[config.mk]
export PLATFORM = sky130hd
export DESIGN_NAME = seq_mem_summer
export DESIGN_NICKNAME = d
export VERILOG_FILES = /design/src/rtl/seq_mem_summer.sv
export SDC_FILE = /design/constraint.sdc
export NUM_CORES = 1
export LEC_CHECK = 0
export CELL_PAD_IN_SITES_DETAIL_PLACEMENT = 0
export CELL_PAD_IN_SITES_GLOBAL_PLACEMENT = 1
export CORE_ASPECT_RATIO = 0.8
export CORE_MARGIN = 2
export CORE_UTILIZATION = 48
export CTS_CLUSTER_SIZE = 30
export DETAILED_ROUTE_END_ITERATION = 8
export DONT_BUFFER_PORTS = 1
export PLACE_DENSITY_LB_ADDON = 0.1
export SLEW_MARGIN = 20
export SYNTH_ARGS = -nofsm -noshare
export SYNTH_HDL_FRONTEND = slang
export SYNTH_SLANG_ARGS = --single-unit
export TNS_END_PERCENT = 20
[constraint.sdc]
create_clock -name clk -period 3.6 [get_ports clk]
set_input_delay 0.36 -clock clk [delete_from_list [all_inputs] [get_ports clk]]
set_output_delay 0.36 -clock clk [all_outputs]
set_load 0.05 [all_outputs]
[src/rtl/seq_mem_summer.sv]
// Calyx go/done leaf: sums len words from a one-cycle-latency sequential memory.
// Result lands on out; done pulses for one cycle, n+2 cycles after start (1 when n=0).
module seq_mem_summer #(
  parameter int WIDTH      = 32,
  parameter int ADDR_WIDTH = 4,
  parameter int SIZE       = 16
) (
  input  logic                  clk,
  input  logic                  reset,
  input  logic                  go,
  output logic                  done,
  input  logic [ADDR_WIDTH:0]   len,
  output logic [ADDR_WIDTH-1:0] addr0,
  output logic                  content_en,
  input  logic [WIDTH-1:0]      read_data,
  output logic [WIDTH-1:0]      out
);

  typedef enum logic [1:0] {S_IDLE, S_FETCH, S_DRAIN, S_DONE} state_t;

  localparam logic [ADDR_WIDTH:0] SIZE_W = (ADDR_WIDTH+1)'(SIZE);
  localparam logic [ADDR_WIDTH:0] ONE    = (ADDR_WIDTH+1)'(1);

  state_t                state, state_nxt;
  logic [ADDR_WIDTH:0]   idx, idx_nxt;
  logic [ADDR_WIDTH:0]   n, n_nxt;
  logic [WIDTH-1:0]      acc, acc_nxt;

  always_ff @(posedge clk or posedge reset) begin
    if (reset) begin
      state <= S_IDLE;
      idx   <= '0;
      n     <= '0;
      acc   <= '0;
    end else begin
      state <= state_nxt;
      idx   <= idx_nxt;
      n     <= n_nxt;
      acc   <= acc_nxt;
    end
  end

  always_comb begin
    state_nxt  = state;
    idx_nxt    = idx;
    n_nxt      = n;
    acc_nxt    = acc;
    done       = 1'b0;
    content_en = 1'b0;
    addr0      = '0;
    case (state)
      S_IDLE: begin
        if (go) begin
          n_nxt     = (len > SIZE_W) ? SIZE_W : len;
          acc_nxt   = '0;
          idx_nxt   = '0;
          state_nxt = (n_nxt == '0) ? S_DONE : S_FETCH;
        end
      end
      S_FETCH: begin
        content_en = 1'b1;
        addr0      = idx[ADDR_WIDTH-1:0];
        // read_data belongs to the address issued in the previous cycle
        if (idx != '0) acc_nxt = acc + read_data;
        idx_nxt = idx + ONE;
        if (idx == n - ONE) state_nxt = S_DRAIN;
      end
      S_DRAIN: begin
        acc_nxt   = acc + read_data;
        state_nxt = S_DONE;
      end
      S_DONE: begin
        done      = 1'b1;
        state_nxt = S_IDLE;
      end
      default: state_nxt = S_IDLE;
    endcase
  end

  assign out = acc;

endmodule

==> summary.md, run 1 <==
| Metric | Value |
|---|---|
| Die W | `100.8 um` |
| CTS Hold Bufs | `0` |
| Required time worst endpoint | `3.79 ns` |
| Routed vias | `2987` |
| Antenna violations before repair | `0` |
| Flop-to-flop setup slack | `0.59 ns` |
| Most area-hungry cell type in the Yosys netlist | `dfrtp_1` |
| Most common cell after layout, fill and taps aside | `nand2_1` |
| Critical Path Fanout Max | `5` |
| Global-route wire length before repair | `14320 um` |
| Fraction of layout cells with a size suffix above 1 | `6.373%` |
| Number of cells upsized or downsized after cts | `0` |
| Via-per-instance ratio | `5.998` |
| Status | `completed` |
| Count of antenna diodes in the layout | `0` |
| Maximum clock insertion buffer count | `2` |
| Switching portion of total power | `55.26%` |
| Synthesized area per cell | `8.798 sq um` |
| Area enclosed by the die boundary | `8210 sq um` |
| Pwr Density | `1054 nW/um^2` |
| Worst slew margin | `60.22%` |
| Pin count of the biggest net entering global routing | `45` |
| Insertion delay of the later-clocked pin in the worst-skew pair | `0.30 ns` |
| Clock tree from TritonCTS | `done` |
| Net count reported at finish | `486` |
| Port bufs | `0` |
| Peak supply drop | `0.4839 mV` |
| Share of the synthesized area in the top cell type | `30.60%` |
| Part of the Yosys area used for sequential elements | `30.60%` |
| Detail Placement HPWL | `6582 um` |
| Final period demand of the worst path | `3.008 ns` |
| Type of element launching the critical path | `flip-flop` |
| Total of max-cap violations | `0` |
| Endpoints failing setup | `0` |
| Max Fclk | `332.4 MHz` |
| DP Area | `3694 sq um` |
| Layout-stage area growth over the synthesis result | `5.633%` |
| Boundary Pins | `78` |
| Net Count, Synth | `488` |
| Final Skew | `0.01056 ns` |
| Part of the total power dissipated in combinational logic | `56.9%` |
| Clock network power share | `9.7%` |
| Core occupancy in the finished layout | `51.91%` |
| Worst Path Class, Setup | `reg -> reg` |
| Fraction of the cycle the final worst path needs | `83.57%` |
| Most common flop cell mapped by yosys | `dfrtp_1` |
| Total count of max-transition violations in the final report | `0` |
| Dominant cells by area after synthesis | `dfrtp_1 31%, ha_1 13%, nand2_1 6.7%, xnor2_1 4.9%, a21o_1 4.0%` |
| Aggregate global-route resource usage | `22.21%` |
| Path type of the worst min-delay path | `in -> async` |
| Residual DRC | `0` |
| Die height | `81.44 um` |
| Fraction of registers with async set or reset after synthesis | `100.0%` |
| Overall routed net length | `8639 um` |
| P_leak | `1.795 nW` |
| Final standard cell area without fillers | `3801 sq um` |
| CTS clk-pin slew, worst paths | `0.09 ns` |
| Cells after synthesis | `409` |
| Switching power summed over all nets | `0.002214 W` |
| Number of H-tree levels | `2` |
| Num CTS Buffers | `5` |
| Distinct cells, synth | `59` |
| Hold Vio Cnt, Final | `0` |
| Data arrival time at the worst-slack endpoint | `3.20 ns` |
| Internal power consumption | `0.001793 W` |
| Setup TNS | `0 ns` |
| Placeable core area | `7322 sq um` |
| Post-synth EDFFs | `0` |
| Count of nets left with antenna violations after detail routing | `0` |
| Post-synthesis sequential element count | `44` |
| Finished Layout Cells | `498` |
| Critical path endpoint category | `flip-flop` |
| Number of warnings printed during yosys synthesis | `0` |
| Initial core utilization | `49.15%` |
| Initial DRC count | `115` |
| Number of buffers inserted by post-CTS setup repair | `0` |
| Drt wl/cell | `17.35 um` |
| Power consumption | `0.004007 W` |
| Clock sinks | `44` |
| Slew at the pin closest to its max-slew limit | `0.5967 ns` |
| Reg power frac | `33.4%` |
| Most frequent cells in the layout | `64 x nand2_1, 44 x dfrtp_1, 38 x ha_1, 25 x o21ai_0, 23 x a21oi_1` |
| Number of global-route vias before repair | `2873` |
| Global placer's final weighted congestion | `0.8332` |
| CTS root buf | `clkbuf_8` |
| Post-Synthesis Cell Area | `3598 sq um` |
| Setup repair after global routing missed its margin | `no` |
| Number of standard-cell rows in the floorplan | `28` |
| Number of placed cells counting well taps | `490` |
| Number of optimization iterations in the first detailed-route pass | `4` |
| Remaining Overflow, GRT | `0` |
[cells by family (layout without fill, tap and decap cells)]
group	count (synthesis)	count (layout)	synth area share (%)
compound gates	132	132	26.63
simple gates	132	132	17.35
flops	44	44	30.60
fa+ha+maj	39	39	13.77
xor+xnor	33	33	8.032
buf+inv	27	26	3.025
mux	2	2	0.5911
[final timing paths]
path / start / to / depth (start not counted)
worst max-delay path: out[1] / out[30] / 8
worst min-delay path: reset / idx[0] / 2
worst max register to register: out[1] / out[30] / 8
worst min register to register: n[1] / n[1] / 2
max in group asynchronous: reset / out[16] / 2
min in group clk: len[0] / n[0] / 2
[cell usage after synthesis (all sizes together) (8+ instances only)]
master / number
dfrtp: 44
a21o: 19
o21ai: 34
xor2: 13
nor2: 15
a31oi: 8
clkbuf: 13
ha: 38
inv: 12
o31ai: 13
xnor2: 20
nand3: 9
a21oi: 24
nand2: 64
nor3: 10
[worst max-delay path: stages, from the launching register on]
cell and delay [ns]:
dfrtp_1 0.61, fa_1 0.52, a21o_1 0.22, a221oi_2 0.44, o31ai_4 0.19, a21oi_4 0.21, o31ai_2 0.12, a41o_1 0.27
a221o_1 0.31
[state kept, by name, summed over array words and instances (netlist names)]
signal	flops
idx	5
n	5
out	32
state	2
[power by group through the flow]
stage / Clock (W) / Sequential, W / Combinational (W)
floorplan: 0 / 0.00131 / 0.00181
global placement: 0 / 0.00135 / 0.00225
detailed placement: 0 / 0.00135 / 0.00228
CTS: 0.000402 / 0.00134 / 0.00229
global route: 0.000419 / 0.00137 / 0.00259
finish: 0.000387 / 0.00134 / 0.00228
[stage by stage]
stage | setup WS, ns | hold WS [ns]
floorplan | 0.6744 | 0.4726
global placement | 0.6814 | 0.4345
CTS | 0.5876 | 0.1130
detailed placement | 0.6134 | 0.4472
global route | 0.3957 | 0.1301
finish | 0.5916 | 0.08838
[final cells by class]
class / count / area, sq um
inverters: 12 / 45.04
multi-input cells: 338 / 2390
well taps: 90 / 112.6
clock buffers: 6 / 72.57
repair buffers: 6 / 45.04
flip-flops and latches: 44 / 1101
clock inverters: 2 / 35.03
fillers: 720 / 3521
[routing by layer]
layer / GRT usage (%) / routed length (um) / vias to the layer above
met3: 4.766 / 461 / 5
li1: - / - / 1495
met5: 0 / 0 / -
met1: 31.74 / 4255 / 1426
met2: 35.07 / 3873 / 61
met4: 4.110 / 48 / 0
(Power assumes the default switching activity.)
==> run 2: changes to the inputs <==
clock period = 3.1 ns   (was 3.6 ns; I/O delays follow)
==> summary.md, run 2 (synthesis results as in run 1) <==
| Metric | Value |
|---|---|
| Setup TNS | `0 ns` |
| Area enclosed by the die boundary | `8210 sq um` |
| Data arrival time at the worst-slack endpoint | `3.04 ns` |
| Maximum clock insertion buffer count | `2` |
| Reg power frac | `23.4%` |
| Final period demand of the worst path | `2.842 ns` |
| Count of nets left with antenna violations after detail routing | `0` |
| Number of H-tree levels | `2` |
| Die W | `100.8 um` |
| Number of global-route vias before repair | `2935` |
| Layout-stage area growth over the synthesis result | `11.72%` |
| Routed vias | `3096` |
| CTS clk-pin slew, worst paths | `0.09 ns` |
| Critical Path Fanout Max | `5` |
| Critical Path, Cell by Cell | `ha_1, fa_1, a21o_1, a221oi_2, o31ai_4, a21oi_4, o31ai_2, a41o_1, a221o_1` |
| Endpoints failing setup | `0` |
| Clock network power share | `12.5%` |
| Launch point of the worst reg-to-reg path | `out[0]` |
| Max Fclk | `351.9 MHz` |
| Worst Path Class, Setup | `reg -> reg` |
| Switching power summed over all nets | `0.002624 W` |
| Cell count of the worst reg-to-reg path | `9` |
| Via-per-instance ratio | `5.954` |
| P_leak | `1.931 nW` |
| Largest stage delay on the critical path | `0.41 ns` |
| Initial DRC count | `171` |
| Type of element launching the critical path | `flip-flop` |
| Number of cells traversed by the worst hold path | `2` |
| Initial core utilization | `49.15%` |
| Placeable core area | `7322 sq um` |
| Setup repair after global routing missed its margin | `no` |
| Fraction of the cycle the final worst path needs | `91.68%` |
| Worst-case hold slack | `0.1352 ns` |
| Net count reported at finish | `508` |
| Antenna violations before repair | `0` |
| Detail Placement HPWL | `6876 um` |
| Clock tree from TritonCTS | `done` |
| Fraction of layout cells with a size suffix above 1 | `11.16%` |
| Internal power consumption | `0.002385 W` |
| Part of the total power dissipated in combinational logic | `64.0%` |
| Min setup slack post-route | `0.2580 ns` |
| Port bufs | `0` |
| Most frequent cells in the layout | `64 x nand2_1, 44 x dfrtp_1, 38 x ha_1, 27 x buf_4, 25 x o21ai_0` |
| Count of antenna diodes in the layout | `0` |
| Total count of max-transition violations in the final report | `0` |
| Pwr Density | `1246 nW/um^2` |
| Remaining Overflow, GRT | `0` |
| Aggregate global-route resource usage | `22.69%` |
| Status | `completed` |
| Insertion delay of the later-clocked pin in the worst-skew pair | `0.31 ns` |
| Placement Setup Slack | `0.2773 ns` |
| Global-route wire length before repair | `14690 um` |
| Slowest stage cell on the critical path | `fa_1` |
| Global placer's final weighted congestion | `0.8679` |
| Overall routed net length | `8953 um` |
| Power consumption | `0.005009 W` |
| Residual DRC | `0` |
| Hold Vio Cnt, Final | `0` |
| Required time worst endpoint | `3.30 ns` |
| Core occupancy in the finished layout | `54.90%` |
| Number of standard-cell rows in the floorplan | `28` |
| Die height | `81.44 um` |
| Clock sinks | `44` |
| Slew at the pin closest to its max-slew limit | `0.9183 ns` |
| Drt wl/cell | `17.22 um` |
| Peak supply drop | `0.5124 mV` |
| Num CTS Buffers | `5` |
| Number of flip-flops under the largest register name | `32` |
| CP bufs+invs | `0` |
| Switching portion of total power | `52.39%` |
| Critical path endpoint category | `flip-flop` |
| Flop-to-flop setup slack | `0.26 ns` |
| Number of filler cells placed in the layout | `689` |
| Top cell family by delay on the critical path | `compound AO/OA/AOI/OAI gates` |
| CTS root buf | `clkbuf_8` |
| Most common cell after layout, fill and taps aside | `nand2_1` |
| Boundary Pins | `78` |
| Number of optimization iterations in the first detailed-route pass | `4` |
| Worst slew margin | `38.40%` |
| Path type of the worst min-delay path | `in -> reg` |
| Hold path start | `len[1]` |
| Endpoint of the worst register-to-register path | `out[30]` |
| Final Skew | `0.005022 ns` |
| Number of buffers inserted by post-CTS setup repair | `0` |
| Pin count of the biggest net entering global routing | `24` |
| Total of max-cap violations | `0` |
| Sink of the worst hold path | `n[1]` |
==> run 2: cell types whose count changed in the layout (fill, tap and decap cells not counted) <==
cell           previous run  this run
buf_4                     6        27
bufinv_16                 1         3
clkbuf_1                  1         0
clkinv_2                  1         0
dlygate4sd3_1             0         1
==> run 2: how the worst max path moves through the flow <==
stage	startpoint	end	cells past startpoint
floorplan	out[0]	out[30]	9
CTS	out[0]	out[30]	9
global route	out[0]	out[30]	9
finish	out[0]	out[30]	9
global placement	out[0]	out[30]	9
detailed placement	out[0]	out[30]	9
==> run 2: repair_timing <==
action                    CTS  global route
hold endpoints to repair   21             0
gates resized for setup     0             0
hold buffers                1             0
==> run 2: area by class of cell <==
type                       instances  area (sq um)  share of cell area [%]
inverter                          12         45.04                   1.120
timing repair buffer              28         212.7                   5.291
sequential                        44          1101                   27.39
clock buffer                       5         68.82                   1.712
tap                               90         112.6                   2.801
multi-input combinational        338          2390                   59.45
clock inverter                     3         90.09                   2.241
==> run 2: worst register-to-register path, delay by kind of cell, from the launching register on <==
family	cells	cell delay, ns
adders and majority gates	2	0.63
AOI/OAI and AO/OA	7	1.70
DFF	1	0.39
==> run 2: through the flow <==
| stage | instances | area [sq um] |
|---|---|---|
| floorplan | 409 | 3598 |
| global placement | 511 | 3851 |
| detailed placement | 511 | 3851 |
| CTS | 520 | 4020 |
| global route | 520 | 4020 |
| finish | 520 | 4020 |
==> run 2: power groups by stage <==
stage | logic, W | registers [W] | clock network (W)
after floorplan | 0.00210 | 0.00152 | 0
after global placement | 0.00317 | 0.00118 | 0
after detailed placement | 0.00320 | 0.00118 | 0
after CTS | 0.00322 | 0.00117 | 0.000645
after global routing | 0.00355 | 0.00121 | 0.000660
final | 0.00321 | 0.00117 | 0.000628
==> run 2: routing by layer <==
metal / part of all wire [%] / up-vias / global-route usage (%) / wire, um
met5: 0 / - / 0 / 0
met4: 1.0 / 0 / 5.068 / 93
li1: - / 1542 / - / -
met3: 5.4 / 10 / 5.191 / 487
met2: 42 / 71 / 33.13 / 3746
met1: 52 / 1473 / 33.99 / 4625
==> run 3: changes to the inputs <==
HOLD_SLACK_MARGIN = 0.05   (was default)
SKIP_LAST_GASP = 1   (was default)
clock period = 3 ns   (was 3.1 ns; I/O delays follow)
==> summary.md, run 3 (synthesis results as in run 1) <==
| Metric | Value |
|---|---|
| Status | `completed` |
| Final period demand of the worst path | `2.869 ns` |
| Cell count of the worst reg-to-reg path | `9` |
| Count of nets left with antenna violations after detail routing | `0` |
| Antenna violations before repair | `0` |
| Slew at the pin closest to its max-slew limit | `0.8094 ns` |
| CTS root buf | `clkbuf_8` |
| Die height | `81.44 um` |
| Num CTS Buffers | `5` |
| Top cell family by delay on the critical path | `compound AO/OA/AOI/OAI gates` |
| Pwr Density | `1263 nW/um^2` |
| Number of optimization iterations in the first detailed-route pass | `4` |
| Number of buffers inserted by post-CTS setup repair | `0` |
| Number of global-route vias before repair | `2999` |
| Number of H-tree levels | `2` |
| Insertion delay of the later-clocked pin in the worst-skew pair | `0.32 ns` |
| Total count of max-transition violations in the final report | `0` |
| Clock sinks | `44` |
| Required time worst endpoint | `3.21 ns` |
| Area enclosed by the die boundary | `8210 sq um` |
| Number of standard-cell rows in the floorplan | `28` |
| Placeable core area | `7322 sq um` |
| Number of gates on the worst path with buffers counted | `9` |
| Number of filler cells placed in the layout | `713` |
| CP bufs+invs | `0` |
| Global-route wire length before repair | `14910 um` |
| Setup repair after global routing missed its margin | `no` |
| Worst Path Class, Setup | `reg -> reg` |
| Final Skew | `0.01531 ns` |
| Net count reported at finish | `512` |
| Remaining Overflow, GRT | `0` |
| Global placer's final weighted congestion | `0.8736` |
| Number of cells upsized or downsized after cts | `0` |
| Maximum clock insertion buffer count | `2` |
| Slowest stage cell on the critical path | `a221oi_2` |
| Boundary Pins | `78` |
| Max Fclk | `348.5 MHz` |
| Die W | `100.8 um` |
| Hold Vio Cnt, Final | `0` |
| Initial core utilization | `49.15%` |
| Setup TNS | `0 ns` |
| Via-per-instance ratio | `5.914` |
| Endpoints failing setup | `0` |
| Aggregate global-route resource usage | `23.10%` |
| Number of cells traversed by the worst hold path | `2` |
| Count of antenna diodes in the layout | `0` |
| Port bufs | `0` |
| Critical path endpoint category | `flip-flop` |
| Path type of the worst min-delay path | `in -> reg` |
| Critical Path Fanout Max | `5` |
| Flop-to-flop setup slack | `0.13 ns` |
| Total of max-cap violations | `0` |
| Clock tree from TritonCTS | `done` |
| Core occupancy in the finished layout | `54.72%` |
| Detail Placement HPWL | `6920 um` |
| Most frequent cells in the layout | `64 x nand2_1, 44 x dfrtp_1, 38 x ha_1, 31 x buf_4, 25 x o21ai_0` |
| Largest stage delay on the critical path | `0.43 ns` |
| Residual DRC | `0` |
| Routed vias | `3099` |
| Critical Path, Cell by Cell | `ha_1, fa_1, a21o_1, a221oi_2, o31ai_4, a21oi_4, o31ai_2, a41o_1, a221o_1` |
| Peak supply drop | `0.5837 mV` |
| Initial DRC count | `114` |
| Layout-stage area growth over the synthesis result | `11.34%` |
| Drt wl/cell | `17.33 um` |
| Fraction of layout cells with a size suffix above 1 | `11.98%` |
| Worst slew margin | `45.70%` |
| Overall routed net length | `9082 um` |
| Pin count of the biggest net entering global routing | `25` |
| P_leak | `1.928 nW` |
| Most common cell after layout, fill and taps aside | `nand2_1` |
| CTS clk-pin slew, worst paths | `0.11 ns` |
| Worst-case hold slack | `0.1175 ns` |
| Fraction of the cycle the final worst path needs | `95.64%` |
| Data arrival time at the worst-slack endpoint | `3.07 ns` |
| Number of flip-flops under the largest register name | `32` |
| Type of element launching the critical path | `flip-flop` |
run 3: stage by stage:
step	total power (W)	setup slack, ns	cell area, sq um	instances
floorplan	0.003738	0.07442	3598	409
global placement	0.004523	0.2486	3881	515
detailed placement	0.004568	0.1770	3881	515
CTS	0.005081	0.1528	4006	524
global route	0.005474	0.03262	4006	524
finish	0.005062	0.1309	4006	524
run 3: what timing repair did:
action	4_1_cts	5_1_grt
hold buffers	1	0
endpoints found under the hold margin	20	0
endpoints found under the setup margin	0	0
run 3: cell type report:
class | count | area [sq um] | area share (%)
multi-input combinational | 338 | 2390 | 59.65
sequential | 44 | 1101 | 27.48
timing repair buffer | 32 | 242.7 | 6.059
tap | 90 | 112.6 | 2.811
clock buffer | 5 | 68.82 | 1.718
clock inverter | 3 | 46.29 | 1.156
inverter | 12 | 45.04 | 1.124
run 3: worst reg2reg max path: stages (launching register included):
cell and delay (ns):
dfrtp_1 0.40, ha_1 0.22, fa_1 0.40, a21o_1 0.22
a221oi_2 0.43, o31ai_4 0.20, a21oi_4 0.21, o31ai_2 0.11
a41o_1 0.26, a221o_1 0.30
run 3: where the power goes:
group / switching, W / total [W] / internal, W
sequential: 0.000297 / 0.00114 / 0.000840
combinational: 0.00220 / 0.00343 / 0.00123
clock: 0.000245 / 0.000497 / 0.000252
run 3: routing by layer:
metal / share of wire (%) / track usage, % / vias up
met3: 5.0 / 4.851 / 10
li1: - / - / 1547
met2: 42 / 34.47 / 72
met4: 1.2 / 6.575 / 0
met5: 0 / 0 / -
met1: 52 / 33.76 / 1470
run 3: path summary, 6_finish.rpt:
path	startpoint	to
hold / removal	len[1]	n[1]
hold reg to reg	n[1]	n[1]
setup / recovery	out[0]	out[30]
max in group asynchronous	reset	out[13]
min in group asynchronous	reset	idx[0]
setup reg to reg	out[0]	out[30]
